--- config.mk ---
export PLATFORM = sky130hd
export DESIGN_NAME = pipe_chain
export DESIGN_NICKNAME = d
export VERILOG_FILES = /design/src/rtl/pipe_pkg.sv /design/src/rtl/pipe_slot.sv /design/src/rtl/pipe_chain.sv
export SDC_FILE = /design/constraint.sdc
export NUM_CORES = 1
export LEC_CHECK = 0
export CAP_MARGIN = 30
export CORE_MARGIN = 8
export CORE_UTILIZATION = 44
export DETAILED_ROUTE_END_ITERATION = 12
export PLACE_DENSITY = 0.81
export SLEW_MARGIN = 20
export SYNTH_ARGS = -nofsm -noshare
export SYNTH_HDL_FRONTEND = slang
export SYNTH_SLANG_ARGS = --single-unit
--- constraint.sdc ---
create_clock -name clock -period 2.55 [get_ports clock]
set_clock_uncertainty 0.2 [all_clocks]
set_input_delay 0.51 -clock clock [delete_from_list [all_inputs] [get_ports clock]]
set_output_delay 0.51 -clock clock [all_outputs]
set_load 0.01 [all_outputs]
--- src/rtl/pipe_pkg.sv ---
// Shared helpers for the pipeline-register chain:
// occupancy width, popcount and saturating increment.
package pipe_pkg;

  localparam int unsigned MAX_DEPTH = 64;

  function automatic int unsigned OCC_W(input int unsigned depth);
    return $clog2(depth + 1);
  endfunction

  function automatic int unsigned popcount(
    input logic [MAX_DEPTH-1:0] v
  );
    int unsigned n;
    n = 0;
    for (int i = 0; i < MAX_DEPTH; i++) begin
      n += 32'(v[i]);
    end
    return n;
  endfunction

  function automatic logic [63:0] sat_inc(
    input logic [63:0] c,
    input int unsigned w
  );
    logic [63:0] mx;
    mx = (w >= 64) ? '1 : ((64'd1 << w) - 64'd1);
    return (c >= mx) ? mx : c + 64'd1;
  endfunction

endpackage

--- src/rtl/pipe_slot.sv ---
// One pipeline register stage: valid bit plus payload,
// with flush over hold over load priority.
module pipe_slot #(
  parameter int unsigned WIDTH       = 32,
  parameter bit          ZERO_BUBBLE = 1'b1
) (
  input  logic             clock,
  input  logic             reset,
  input  logic             src_valid,
  input  logic [WIDTH-1:0] src_data,
  input  logic             blk,
  input  logic             flush,
  output logic             valid,
  output logic [WIDTH-1:0] data
);

  logic             valid_q, valid_d;
  logic [WIDTH-1:0] data_q, data_d;

  always_comb begin
    valid_d = valid_q;
    data_d  = data_q;
    if (flush) begin
      valid_d = 1'b0;
      if (ZERO_BUBBLE) data_d = '0;
    end else if (!blk) begin
      valid_d = src_valid;
      if (src_valid) begin
        data_d = src_data;
      end else if (ZERO_BUBBLE) begin
        data_d = '0;
      end
    end
  end

  always_ff @(posedge clock) begin
    if (reset) begin
      valid_q <= 1'b0;
      data_q  <= '0;
    end else begin
      valid_q <= valid_d;
      data_q  <= data_d;
    end
  end

  assign valid = valid_q;
  assign data  = data_q;

endmodule

--- src/rtl/pipe_chain.sv ---
// Parametrised pipeline-register chain with per-stage
// stall/flush, back-pressure, bubble collapse and counters.
module pipe_chain
  import pipe_pkg::*;
#(
  parameter int unsigned DEPTH       = 4,
  parameter int unsigned WIDTH       = 32,
  parameter bit          ZERO_BUBBLE = 1'b1,
  parameter int unsigned CNT_W       = 16
) (
  input  logic                      clock,
  input  logic                      reset,
  input  logic                      in_valid,
  input  logic [WIDTH-1:0]          in_data,
  output logic                      in_ready,
  input  logic [0:DEPTH-1]          stall_req,
  input  logic [0:DEPTH-1]          flush,
  input  logic                      out_ready,
  output logic                      out_valid,
  output logic [WIDTH-1:0]          out_data,
  output logic [0:DEPTH-1]          stage_valid,
  output logic [DEPTH*WIDTH-1:0]    stage_data,
  output logic [OCC_W(DEPTH)-1:0]   occupancy,
  output logic [CNT_W-1:0]          stall_cnt
);

  localparam int unsigned OW = OCC_W(DEPTH);

  logic [0:DEPTH-1] valid;
  logic [0:DEPTH-1] v_eff;
  logic [0:DEPTH-1] blk;
  logic [0:DEPTH-1] src_valid;
  logic [WIDTH-1:0] data [DEPTH];
  logic [WIDTH-1:0] src_data [DEPTH];
  logic [CNT_W-1:0] cnt_q, cnt_d;

  assign v_eff = valid & ~flush;

  // Walk from the output back: a stage is blocked only
  // if it holds live data and everything below it is.
  always_comb begin
    logic down;
    blk  = '0;
    down = ~out_ready;
    for (int i = int'(DEPTH) - 1; i >= 0; i--) begin
      blk[i] = stall_req[i] | (v_eff[i] & down);
      down   = blk[i];
    end
  end

  assign in_ready = ~blk[0];

  for (genvar g = 0; g < DEPTH; g++) begin : g_stage
    if (g == 0) begin : g_head
      assign src_valid[g] = in_valid;
      assign src_data[g]  = in_data;
    end else begin : g_body
      assign src_valid[g] = valid[g-1] & ~blk[g-1]
                          & ~flush[g-1];
      assign src_data[g]  = data[g-1];
    end

    pipe_slot #(
      .WIDTH      (WIDTH),
      .ZERO_BUBBLE(ZERO_BUBBLE)
    ) u_slot (
      .clock    (clock),
      .reset    (reset),
      .src_valid(src_valid[g]),
      .src_data (src_data[g]),
      .blk      (blk[g]),
      .flush    (flush[g]),
      .valid    (valid[g]),
      .data     (data[g])
    );

    assign stage_data[(DEPTH-g)*WIDTH-1 -: WIDTH] = data[g];
  end

  assign stage_valid = valid;
  assign out_valid   = valid[DEPTH-1];
  assign out_data    = data[DEPTH-1];
  assign occupancy   = OW'(popcount(MAX_DEPTH'(valid)));

  always_comb begin
    cnt_d = cnt_q;
    if (in_valid & ~in_ready) begin
      cnt_d = CNT_W'(sat_inc(64'(cnt_q), CNT_W));
    end
  end

  always_ff @(posedge clock) begin
    if (reset) begin
      cnt_q <= '0;
    end else begin
      cnt_q <= cnt_d;
    end
  end

  assign stall_cnt = cnt_q;

endmodule

# Word-level counts from Yosys, hierarchy flattened
# Cells that the tools add are included.
# word_totals
word_cells,47
inputBits,44
regBits,148
out_inout_bits,185
# op_classes
bitwise,24
n_addsub,4
reduce_logical,4
muxes,5
magnitude_cmp,1
# ops
cell,n
32-bit two-way mux,4
"16-bit by 1-bit adder with 16-bit output, second input constant",1
"16-bit greater-or-equal comparator, second input constant",1
16-bit two-way mux,1
1-bit bitwise AND,11
2-bit OR reduction,4
1-bit NOT,7
4-bit bitwise AND,1
4-bit NOT,1
1-bit bitwise OR,4
2-bit by 1-bit adder with 3-bit output,1
3-bit by 1-bit adder with 3-bit output,1
1-bit by 1-bit adder with 2-bit output,1

# Depth between registers and ports, before layout
# Gate-level depths: netlist of the first run.
# logic_depth
word_depth,14
depth_mapped,7
mapped_depth_nobuf,6

# Hierarchy
# From an unflattened synthesis of the first run, not the netlist that was laid out.
# hier_totals
cells_unflattened,746
hier_area_um2,6937.9
# modules_own_cells
mod,seq_area_each_um2,cells_each,area_each_um2,n_inst
pipe_slot,660.6,147,1417.6,4
pipe_chain,320.3,158,1267.5,1

# Worst setup path before layout of the first run
# Ideal clock, no wire load.
# synth_timing
path_kind,in2out
startpoint,input stall_req[3] (netlist name)
endpoint,output in_ready
required_time_ns,1.840
path_stages,5
slack_ns,0.233
arrival_ns,1.607
n_path_buf,1
path_cell_list,or4_1 -> o22ai_2 -> a21oi_4 -> inv_4 -> buf_2
# synth_between
elab_chain_len,8
# synth_rtl
element,line_no,source
start: declaration,pipe_chain.sv:16,"input logic [0:DEPTH-1] stall_req,"
1-bit bitwise OR,pipe_chain.sv:46,blk[i] = stall_req[i] | (v_eff[i] & down);
1-bit bitwise AND,pipe_chain.sv:46,
1-bit bitwise OR,pipe_chain.sv:46,
1-bit bitwise AND,pipe_chain.sv:46,
1-bit bitwise OR,pipe_chain.sv:46,
1-bit bitwise AND,pipe_chain.sv:46,
1-bit bitwise OR,pipe_chain.sv:46,
1-bit NOT,pipe_chain.sv:51,assign in_ready = ~blk[0];
end: declaration,pipe_chain.sv:15,"output logic in_ready,"
# No other way between the ends.

# Final worst setup path of the first run
# layout_timing
startpoint,register g_stage[1].u_slot.valid_q
endpoint,output occupancy[1]
# layout_between
elab_chain_len,2
# layout_rtl
element,line_no,source
start: declaration,pipe_slot.sv:17,"logic valid_q, valid_d;"
start signal: assignment,pipe_slot.sv:41,valid_q <= valid_d;
2-bit by 1-bit adder with 3-bit output,pipe_pkg.sv:17,n += 32'(v[i]);
3-bit by 1-bit adder with 3-bit output,pipe_pkg.sv:17,
end: declaration,pipe_chain.sv:23,"output logic [OCC_W(DEPTH)-1:0] occupancy,"
# No other way between the ends.

==> out/qor.csv, run 1 <==
stage,metric,value,unit
floorplan,Starting Density,0.445,
floorplan,I/O pin cnt,229,
yosys,largest family of logic cells by synthesized area,simple AND/OR/NAND/NOR gates,
place,Post-Place Cell Area,0.00822,sq mm
sta,Slew Limit Headroom,0.540,
yosys,"top cells by area, synth","dfxtp_1 (51%), a22oi_1 (8.3%), nand3_1 (6.0%), nand2_1 (5.0%), buf_4 (4.8%)",
yosys,Synth Instances,677,
routing,DRT Wirelength,20.3,mm
global_route,initial antenna violation count,0,
final_layout,nets,923,
global_route,overall routing resource usage,0.234,
critical_path,Critical Path AT,1940,ps
place,I/O Buffers,228,
clocking,H-tree depth,4,
clocking,Clock Latency Late Sink,420,ps
critical_path,Reg-to-Reg End,stall_cnt[12]$_SDFFE_PP0P_,
sta,final setup fails,2,
worst_hold_path,hold_sp,g_stage[0].u_slot.data[10]$_SDFFE_PP0P_,
routing,Post-DRT Antenna Nets,0,
critical_path,R2R Setup Slk,220,ps
sta,worst setup margin,-98.2,ps
floorplan,core area,0.0130,sq mm
floorplan,DIE AREA,0.0171,sq mm
critical_path,r2r worst-path depth,10,
yosys,synth cell count leaders,"dfxtp_1 (148), nand2_1 (77), nor2_1 (73)",
routing,Vias,5807,
clocking,clk sinks,148,
routing,Metal-1 WL,8.30,mm
critical_path,Critical Path Sink Type,primary output,
yosys,synthesized area,0.00580,sq mm
yosys,post-synthesis register bit count,148,
routing,number of DRC markers in iteration 0,493,
routing,Top Metal Used,met4,
pwr,PwrDens,609,mW/mm^2
yosys,simple logic cell fraction of the synthesized area,0.196,
yosys,async set-or-reset flop fraction in the synthesized netlist,0,
routing,Pre-Repair DR Iteration Count,6,
clocking,CTS tree,done,
clocking,Clock Tree Buf Depth,2,
yosys,multiplexer share of the synthesized area,0,
run_status,failing checks,negative setup slack,
final_layout,area grow syn2layout,54.1,%
sta,RSZ-0062 raised after global routing,yes,
sta,fin crit share,1.04,
critical_path,reg-to-reg startpoint,g_stage[1].u_slot.valid$_SDFFE_PP0N_,
clocking,CTS Root Cell,clkbuf_16,
critical_path,Crit Path Class,flip-flop to primary output,
clocking,Worst-path clk slew,60,ps
global_route,largest net degree at the start of global routing,46,
yosys,Unique masters post-synth,41,
pwr,static leakage,3.00,nW
worst_hold_path,Worst Hold Path EP,g_stage[0].u_slot.data[10]$_SDFFE_PP0P_,
final_layout,Layout Cells excl Fill,1064,
worst_hold_path,Hold/Removal Path Class,flip-flop to flip-flop,
yosys,syn_nets,725,
routing,drc violations,0,
global_route,first-pass GRT wire length,31.0,mm
routing,drt via density,5.46,
critical_path,Crit path required time,1840,ps
yosys,Post-synth top flop,dfxtp_1,
clocking,cts bufs inserted,17,
yosys,post-synthesis xor/xnor area fraction,0.00302,
yosys,post-synthesis adder-cell area fraction,0.00993,
yosys,Yosys top cell by area,dfxtp_1,
final_layout,design area,0.00893,sq mm
yosys,register area share after synthesis,0.511,
job,maxcap violations,0,
routing,Avg WL per Cell,19.1,microns
sta,final hold slack,269,ps
final_layout,fin util,0.685,
place,routability cong.,0.875,
clocking,cts-stage hold buffer count,0,
yosys,most frequent cell after synthesis,dfxtp_1,
sta,Max Clk Rate,378,MHz
sta,setup TNS,-109,ps
yosys,Compound-Gate Fraction of Synth Area,0.190,
final_layout,ratio of cells with drive above 1 in the final layout,0.108,
run_status,outcome,"finished, violations left",
yosys,Synth Area per Inst,8.56,sq um
critical_path,CP startpoint kind,flip-flop,
floorplan,row count,42,
sta,"Hold Vio Cnt, Final",0,
pwr,total power,5.44,mW
place,pre-CTS setup slack,-589,ps
sta,worst slew pin tran,689,ps
final_layout,antenna cell count,0,
sta,fin crit period,2650,ps
global_route,global route total overflow,0,
pwr,VDD IR max,0.413,mV
routing,met3 routed WL,1.56,mm
place,placed cell count,1030,
place,hpwl dp,14.3,mm
routing,met2 wire len,9.89,mm
floorplan,width of the die,131,microns
worst_hold_path,hold depth,2,
critical_path,crit-path max FO,2,
sta,Final Max Tran Viols,0,
floorplan,Die Y,131,microns
global_route,vias in the first global route,5650,
yosys,Yosys top cell area share,0.511,
yosys,Synth Warn #,0,
yosys,Post-synth EDFFs,0,
## where the power goes
| part | total (mW) | internal [mW] | switching, mW |
|---|---|---|---|
| logic | 0.356 | 0.158 | 0.198 |
| clock network | 2.74 | 1.76 | 0.981 |
| registers | 2.34 | 2.33 | 0.0143 |
| total | 5.44 | 4.25 | 1.19 |
## worst max path at each step
| stage | from | endpoint | depth (start not counted) |
|---|---|---|---|
| CTS | g_stage[0].u_slot.valid$_SDFFE_PP0P_ | occupancy[1] | 6 |
| floorplan | stall_req[3] | in_ready | 5 |
| global route | g_stage[1].u_slot.valid$_SDFFE_PP0N_ | occupancy[1] | 6 |
| global placement | stall_req[3] | in_ready | 6 |
| detailed placement | stall_req[3] | in_ready | 6 |
| finish | g_stage[1].u_slot.valid$_SDFFE_PP0N_ | occupancy[1] | 6 |
## registers in the layout, summed over array words and instances (netlist names)
register	flops
g_stage.u_slot.data	128
g_stage.u_slot.valid	4
stall_cnt	16
## layout by cell type, fill, tap and decap left out, types with 4 or more instances in the layout
master	instances
bufinv_16	5
buf_4	31
buf_12	7
a21oi_1	40
nand2_1	77
nor3_1	6
clkbuf_16	17
a31oi_1	10
o21ai_0	32
nand3_1	69
nor4_1	6
nor2_1	71
a211oi_1	5
dlygate4sd2_1	4
dfxtp_1	145
nand4_1	4
clkdlybuf4s50_1	220
buf_6	6
a22oi_1	64
o41ai_1	4
inv_1	7
## metal layers
layer	vias up	global-route usage
met5	-	0
met4	0	0.105
met3	45	0.0710
met2	240	0.384
met1	2772	0.275
li1	2750	-
## cell families (layout without fill, tap and decap cells)
| kind of cell | Yosys count | after routing |
|---|---|---|
| buffers and inverters | 100 | 311 |
| XOR/XNOR | 2 | 2 |
| adder cells (fa/ha/maj) | 4 | 4 |
| AND/OR/NAND/NOR | 253 | 253 |
| AO/OA/AOI/OAI | 170 | 170 |
| flip-flops | 148 | 148 |
## timing repair
item / CTS / global route
endpoints found under the setup margin: 7 / 8
pin swaps: 4 / 1
setup buffers: 1 / 1
resized for setup: 33 / 5
## critical path, cell delays in order, from the launching register on
cell	delay [ps]
dfxtp_2	340
inv_2	50
fa_1	560
inv_2	50
ha_4	160
ha_4	260
buf_6	90
## layout make-up
type	count	area, sq um
clock inverters	13	205
multi-input cells	429	2380
repair buffers	268	2680
flip-flops and latches	148	2970
well taps	176	220
clock buffers	19	443
fillers	1059	4100
inverters	11	43.8
Power figures use the tool's default switching activity.
==> run 2, diff against run 1 <==
--- a/config.mk
+++ b/config.mk
@@ -9,6 +9,7 @@
 export CORE_MARGIN = 8
 export CORE_UTILIZATION = 44
 export DETAILED_ROUTE_END_ITERATION = 12
+export MAX_ROUTING_LAYER = met4
 export PLACE_DENSITY = 0.81
 export SLEW_MARGIN = 20
 export SYNTH_ARGS = -nofsm -noshare
==> out/qor.csv, run 2 (synthesized netlist as in run 1, its figures left out) <==
stage,metric,value,unit,change
run_status,outcome,"finished, violations left",,
run_status,failing checks,negative setup slack,,
routing,Post-DRT Antenna Nets,0,,unchanged
pwr,total power,5.43,mW,-0.11%
worst_hold_path,Hold/Removal Path Class,flip-flop to flip-flop,,
critical_path,Crit path required time,1840,ps,about the same
pwr,PwrDens,608,mW/mm^2,-0.11%
global_route,largest net degree at the start of global routing,46,,unchanged
pwr,Net Sw Frac,0.219,,-0.000764
clocking,cts-stage hold buffer count,0,,unchanged
critical_path,CP startpoint kind,flip-flop,,
critical_path,crit path cell chain,"inv_2, fa_1, inv_2, ha_4, ha_4, buf_6",,
routing,Vias,5780,,-0.46%
worst_hold_path,hold_sp,g_stage[0].u_slot.data[10]$_SDFFE_PP0P_,,
final_layout,Layout Cells excl Fill,1064,,unchanged
sta,RSZ-0062 raised after global routing,yes,,
pwr,static leakage,3.00,nW,unchanged
routing,drc violations,0,,unchanged
final_layout,ratio of cells with drive above 1 in the final layout,0.108,,unchanged
clocking,CTS tree,done,,
floorplan,width of the die,131,microns,unchanged
sta,fin crit share,1.04,,about the same
job,maxcap violations,0,,unchanged
clocking,Worst-path clk slew,60,ps,about the same
routing,drt via density,5.43,,-0.46%
pwr,Internal Power,4.25,mW,about the same
critical_path,crit-path max FO,2,,unchanged
critical_path,Reg-to-Reg End,stall_cnt[12]$_SDFFE_PP0P_,,
floorplan,Die Y,131,microns,unchanged
final_layout,nets,923,,unchanged
sta,Slew Limit Headroom,0.556,,+0.0158
critical_path,Critical Path Sink Type,primary output,,
sta,Final Max Tran Viols,0,,unchanged
final_layout,antenna cell count,0,,unchanged
sta,"Hold Vio Cnt, Final",0,,unchanged
critical_path,Critical Path AT,1940,ps,about the same
critical_path,r2r worst-path depth,10,,unchanged
pwr,Switching Power,1.19,mW,-0.46%
place,placed cell count,1030,,unchanged
critical_path,Slowest Stage Delay on Critical Path,560,ps,about the same
final_layout,"commonest non-fill, non-tap cells in the layout","clkdlybuf4s50_1 (220), dfxtp_1 (145), nand2_1 (77), nor2_1 (71), nand3_1 (69)",,
floorplan,Starting Density,0.445,,unchanged
floorplan,core area,0.0130,sq mm,unchanged
pwr,Clock power frac,0.504,,about the same
sta,Max Clk Rate,378,MHz,about the same
routing,number of DRC markers in iteration 0,481,,-2.4%
global_route,first-pass GRT wire length,31.0,mm,unchanged
sta,final hold slack,268,ps,-1.16 ps
global_route,initial antenna violation count,0,,unchanged
clocking,H-tree depth,4,,unchanged
clocking,Clock Tree Buf Depth,2,,unchanged
pwr,VDD IR max,0.417,mV,+0.97%
sta,fin crit period,2650,ps,-0.226 ps
pwr,share of power burned in registers,0.431,,about the same
place,Post-Place Cell Area,0.00822,sq mm,unchanged
clocking,cts bufs inserted,17,,unchanged
global_route,vias in the first global route,5649,,-0.018%
routing,Avg WL per Cell,19.0,microns,-0.38%
floorplan,DIE AREA,0.0171,sq mm,unchanged
pwr,Logic pwr share,0.065,,about the same
final_layout,"commonest non-fill, non-tap cell in the layout",clkdlybuf4s50_1,,
place,I/O Buffers,228,,unchanged
place,routability cong.,0.889,,+1.6%
final_layout,area grow syn2layout,54.1,%,unchanged
floorplan,I/O pin cnt,229,,unchanged
final_layout,max reg flops,128,,unchanged
floorplan,row count,42,,unchanged
critical_path,Crit Path Class,flip-flop to primary output,,
sta,final setup fails,2,,unchanged
worst_hold_path,hold depth,2,,unchanged
clocking,CTS Root Cell,clkbuf_16,,
clocking,Clock Latency Late Sink,420,ps,about the same
global_route,global route total overflow,0,,unchanged
routing,Pre-Repair DR Iteration Count,7,,+1
critical_path,R2R Setup Slk,220,ps,about the same
critical_path,Crit-path slowest cell,fa_1,,
global_route,overall routing resource usage,0.240,,+0.00671
place,hpwl dp,14.3,mm,unchanged
critical_path,reg-to-reg startpoint,g_stage[1].u_slot.valid$_SDFFE_PP0N_,,
routing,DRT Wirelength,20.3,mm,-0.38%
worst_hold_path,Worst Hold Path EP,g_stage[0].u_slot.data[10]$_SDFFE_PP0P_,,
final_layout,design area,0.00893,sq mm,unchanged
clocking,clk sinks,148,,unchanged
sta,worst slew pin tran,666,ps,-23.7 ps
sta,worst setup margin,-98.0,ps,+0.226 ps
-- run 2: power by group through the flow --
stage	Combinational (mW)	Clock [mW]	Sequential, mW
6_report	0.354	2.74	2.34
3_5_place_dp	0.344	0	2.39
5_1_grt	0.379	2.87	2.34
2_1_floorplan	0.149	0	2.40
3_3_place_gp	0.343	0	2.39
4_1_cts	0.351	2.77	2.34
-- run 2: worst max path at each step --
stage | startpoint | to | cells after the start
5_1_grt | g_stage[1].u_slot.valid$_SDFFE_PP0N_ | occupancy[1] | 6
6_report | g_stage[1].u_slot.valid$_SDFFE_PP0N_ | occupancy[1] | 6
3_5_place_dp | stall_req[3] | in_ready | 6
3_3_place_gp | stall_req[3] | in_ready | 6
4_1_cts | g_stage[0].u_slot.valid$_SDFFE_PP0P_ | occupancy[1] | 6
2_1_floorplan | stall_req[3] | in_ready | 5
-- run 2: per-stage QoR --
stage / utilization / setup WS [ps] / TNS, ps
6_report: 0.685 / -98.0 / -107
2_1_floorplan: - / 233 / 0
5_1_grt: 0.685 / -159 / -231
4_1_cts: 0.684 / -122 / -151
3_3_place_gp: 0.631 / -578 / -13360
3_5_place_dp: 0.631 / -589 / -14840
-- run 2: final cells by class --
type | count | area (sq um)
clock buffer | 19 | 443
inverter | 11 | 43.8
timing repair buffer | 268 | 2680
fill | 1059 | 4100
tap | 176 | 220
sequential | 148 | 2970
multi-input combinational | 429 | 2380
clock inverter | 13 | 205
-- run 2: critical path, delay by kind of cell (launching register included) --
family | cells | cell delay [ps]
buffers and inverters | 3 | 190
adders and majority gates | 3 | 980
DFF | 1 | 340
-- run 2: what timing repair did --
action                                  4_1_cts  5_1_grt
endpoints found under the setup margin        7        8
setup buffers                                 1        1
hold endpoints to repair                      0        0
resized for setup                            33        5
pin swaps                                     4        1
gates cloned                                  0        0
-- run 2: routing by layer --
metal	up-vias	GRT usage	share of wire	wire (microns)
li1	2751	-	-	-
met1	2749	0.277	0.40	8180
met2	237	0.383	0.49	9920
met3	43	0.0686	0.078	1570
met4	0	0.107	0.029	586
met5	-	-	0	0
==> run 3, diff against run 2 <==
--- a/config.mk
+++ b/config.mk
@@ -8,10 +8,11 @@
 export CAP_MARGIN = 30
 export CORE_MARGIN = 8
 export CORE_UTILIZATION = 44
+export CTS_BUF_LIST = sky130_fd_sc_hd__clkbuf_16
 export DETAILED_ROUTE_END_ITERATION = 12
 export MAX_ROUTING_LAYER = met4
 export PLACE_DENSITY = 0.81
-export SLEW_MARGIN = 20
+export SLEW_MARGIN = 40
 export SYNTH_ARGS = -nofsm -noshare
 export SYNTH_HDL_FRONTEND = slang
 export SYNTH_SLANG_ARGS = --single-unit
==> out/qor.csv, run 3 (synthesized netlist as in run 1, its figures left out) <==
stage,metric,value,unit,change
critical_path,CP startpoint kind,flip-flop,,
floorplan,Starting Density,0.445,,unchanged
routing,drc violations,0,,unchanged
place,I/O Buffers,228,,unchanged
floorplan,DIE AREA,0.0171,sq mm,unchanged
global_route,overall routing resource usage,0.240,,about the same
pwr,share of power burned in registers,0.434,,+0.003
global_route,met3 Usage GRT,0.0686,,unchanged
global_route,largest net degree at the start of global routing,46,,unchanged
clocking,H-tree depth,4,,unchanged
global_route,initial antenna violation count,0,,unchanged
run_status,outcome,"finished, violations left",,
clocking,cts bufs inserted,17,,unchanged
sta,Max Clk Rate,378,MHz,+0.10%
sta,"Hold Vio Cnt, Final",0,,unchanged
final_layout,fin util,0.685,,-0.000768
floorplan,row count,42,,unchanged
critical_path,Critical Path AT,1940,ps,about the same
critical_path,Crit-path slowest cell,fa_1,,
critical_path,Crit path max-delay family,adder cells,,
global_route,first-pass GRT wire length,31.0,mm,about the same
critical_path,crit path cell chain,"inv_2, fa_1, inv_2, ha_4, ha_4, buf_6",,
critical_path,crit-path max FO,2,,unchanged
clocking,Clock Tree Buf Depth,2,,unchanged
sta,Slew Limit Headroom,0.557,,+0.000874
worst_hold_path,hold_sp,g_stage[0].u_slot.data[21]$_SDFFE_PP0P_,,
place,routability cong.,0.889,,unchanged
final_layout,antenna cell count,0,,unchanged
routing,Pre-Repair DR Iteration Count,6,,-1
global_route,GR Layer Usage met2,0.383,,unchanged
clocking,CTS tree,done,,
routing,DRT Wirelength,20.3,mm,+0.11%
final_layout,Layout Cells excl Fill,1064,,unchanged
floorplan,width of the die,131,microns,unchanged
place,hpwl dp,14.3,mm,unchanged
place,placed cell count,1030,,unchanged
critical_path,Crit Path Class,flip-flop to primary output,,
floorplan,I/O pin cnt,229,,unchanged
global_route,routing usage on met1,0.277,,about the same
critical_path,Reg-to-Reg End,stall_cnt[12]$_SDFFE_PP0P_,,
critical_path,Critical Path Sink Type,primary output,,
clocking,Clock Latency Late Sink,420,ps,about the same
critical_path,reg-to-reg startpoint,g_stage[1].u_slot.valid$_SDFFE_PP0N_,,
clocking,Worst-path clk slew,60,ps,about the same
pwr,Clock power frac,0.501,,-0.003
pwr,Logic pwr share,0.066,,about the same
pwr,Net Sw Frac,0.220,,+0.00163
routing,drt via density,5.45,,+0.26%
global_route,global route total overflow,0,,unchanged
routing,Vias,5795,,+0.26%
final_layout,"commonest non-fill, non-tap cells in the layout","clkdlybuf4s50_1 (220), dfxtp_1 (145), nand2_1 (77), nor2_1 (71), nand3_1 (69)",,
clocking,clk sinks,148,,unchanged
floorplan,Die Y,131,microns,unchanged
routing,number of DRC markers in iteration 0,523,,+8.7%
critical_path,Crit path required time,1840,ps,about the same
final_layout,max reg flops,128,,unchanged
critical_path,Worst Path Buf+Inv,3,,unchanged
global_route,grt peak-use layer,met2,,
final_layout,nets,923,,unchanged
place,pre-CTS setup slack,-589,ps,unchanged
routing,Avg WL per Cell,19.1,microns,+0.11%
pwr,PwrDens,605,mW/mm^2,-0.48%
pwr,Switching Power,1.19,mW,+0.15%
pwr,VDD IR max,0.413,mV,-0.88%
sta,worst slew pin tran,664,ps,-1.31 ps
pwr,Internal Power,4.21,mW,-0.79%
clocking,CTS Root Cell,clkbuf_16,,
routing,Post-DRT Antenna Nets,0,,unchanged
sta,final setup fails,2,,unchanged
final_layout,ratio of cells with drive above 1 in the final layout,0.107,,-0.00113
job,maxcap violations,0,,unchanged
sta,worst setup margin,-95.2,ps,+2.75 ps
critical_path,Slowest Stage Delay on Critical Path,560,ps,about the same
sta,RSZ-0062 raised after global routing,yes,,
final_layout,"commonest non-fill, non-tap cell in the layout",clkdlybuf4s50_1,,
worst_hold_path,Worst Hold Path EP,g_stage[0].u_slot.data[21]$_SDFFE_PP0P_,,
sta,Final Max Tran Viols,0,,unchanged
sta,fin crit share,1.04,,-0.00108
floorplan,core area,0.0130,sq mm,unchanged
final_layout,area grow syn2layout,53.9,%,
critical_path,r2r worst-path depth,10,,unchanged
sta,fin crit period,2650,ps,-2.75 ps
critical_path,R2R Setup Slk,220,ps,about the same
worst_hold_path,Hold/Removal Path Class,flip-flop to flip-flop,,
global_route,vias in the first global route,5646,,-0.053%
worst_hold_path,hold depth,2,,unchanged
run_status,failing checks,negative setup slack,,
pwr,static leakage,3.00,nW,about the same
-- run 3: per-stage QoR --
stage	instance area, sq um	hold WS [ps]	total power, mW	TNS (ps)
6_report	8920	270	5.40	-102
5_1_grt	8920	280	5.56	-231
4_1_cts	8900	268	5.42	-151
3_5_place_dp	8220	260	2.74	-14840
3_3_place_gp	8220	254	2.74	-13360
2_1_floorplan	5800	258	2.55	0
-- run 3: worst max path at each step --
stage | start | end | slack (ps) | cells past startpoint
6_report | g_stage[1].u_slot.valid$_SDFFE_PP0N_ | occupancy[1] | -100 | 6
5_1_grt | g_stage[1].u_slot.valid$_SDFFE_PP0N_ | occupancy[1] | -160 | 6
4_1_cts | g_stage[0].u_slot.valid$_SDFFE_PP0P_ | occupancy[1] | -120 | 6
3_5_place_dp | stall_req[3] | in_ready | -590 | 6
3_3_place_gp | stall_req[3] | in_ready | -580 | 6
2_1_floorplan | stall_req[3] | in_ready | 230 | 5
-- run 3: area by class of cell --
class	count	area [sq um]
Multi-Input combinational cell	429	2380
Tap cell	176	220
Sequential cell	148	2970
Fill cell	1060	4110
Inverter	11	43.8
Timing Repair Buffer	268	2680
Clock buffer	17	425
Clock inverter	15	213
-- run 3: power by group through the flow --
stage / registers, mW / clock network [mW] / logic (mW)
3_3_place_gp: 2.39 / 0 / 0.343
5_1_grt: 2.34 / 2.84 / 0.379
2_1_floorplan: 2.40 / 0 / 0.149
4_1_cts: 2.34 / 2.73 / 0.351
6_report: 2.34 / 2.71 / 0.354
3_5_place_dp: 2.39 / 0 / 0.344
-- run 3: repair_timing --
| action | CTS | global route |
|---|---|---|
| endpoints found under the setup margin | 7 | 8 |
| pin swaps | 4 | 1 |
| gates cloned | 0 | 0 |
| hold buffers | 0 | 0 |
| setup buffers | 1 | 1 |
| resized for setup | 33 | 5 |
-- run 3: worst reg2reg max path, delay by kind of cell (launching register included) --
kind            cells  cell delay [ps]
buf+inv             5              780
compound gates      3              670
flops               1              330
simple gates        2              250
-- run 3: layer usage --
metal / up-vias / wire length (microns) / part of all wire
met5: - / 0 / 0
met4: 0 / 611 / 0.030
li1: 2754 / - / -
met3: 47 / 1560 / 0.077
met1: 2751 / 8180 / 0.40
met2: 243 / 9930 / 0.49
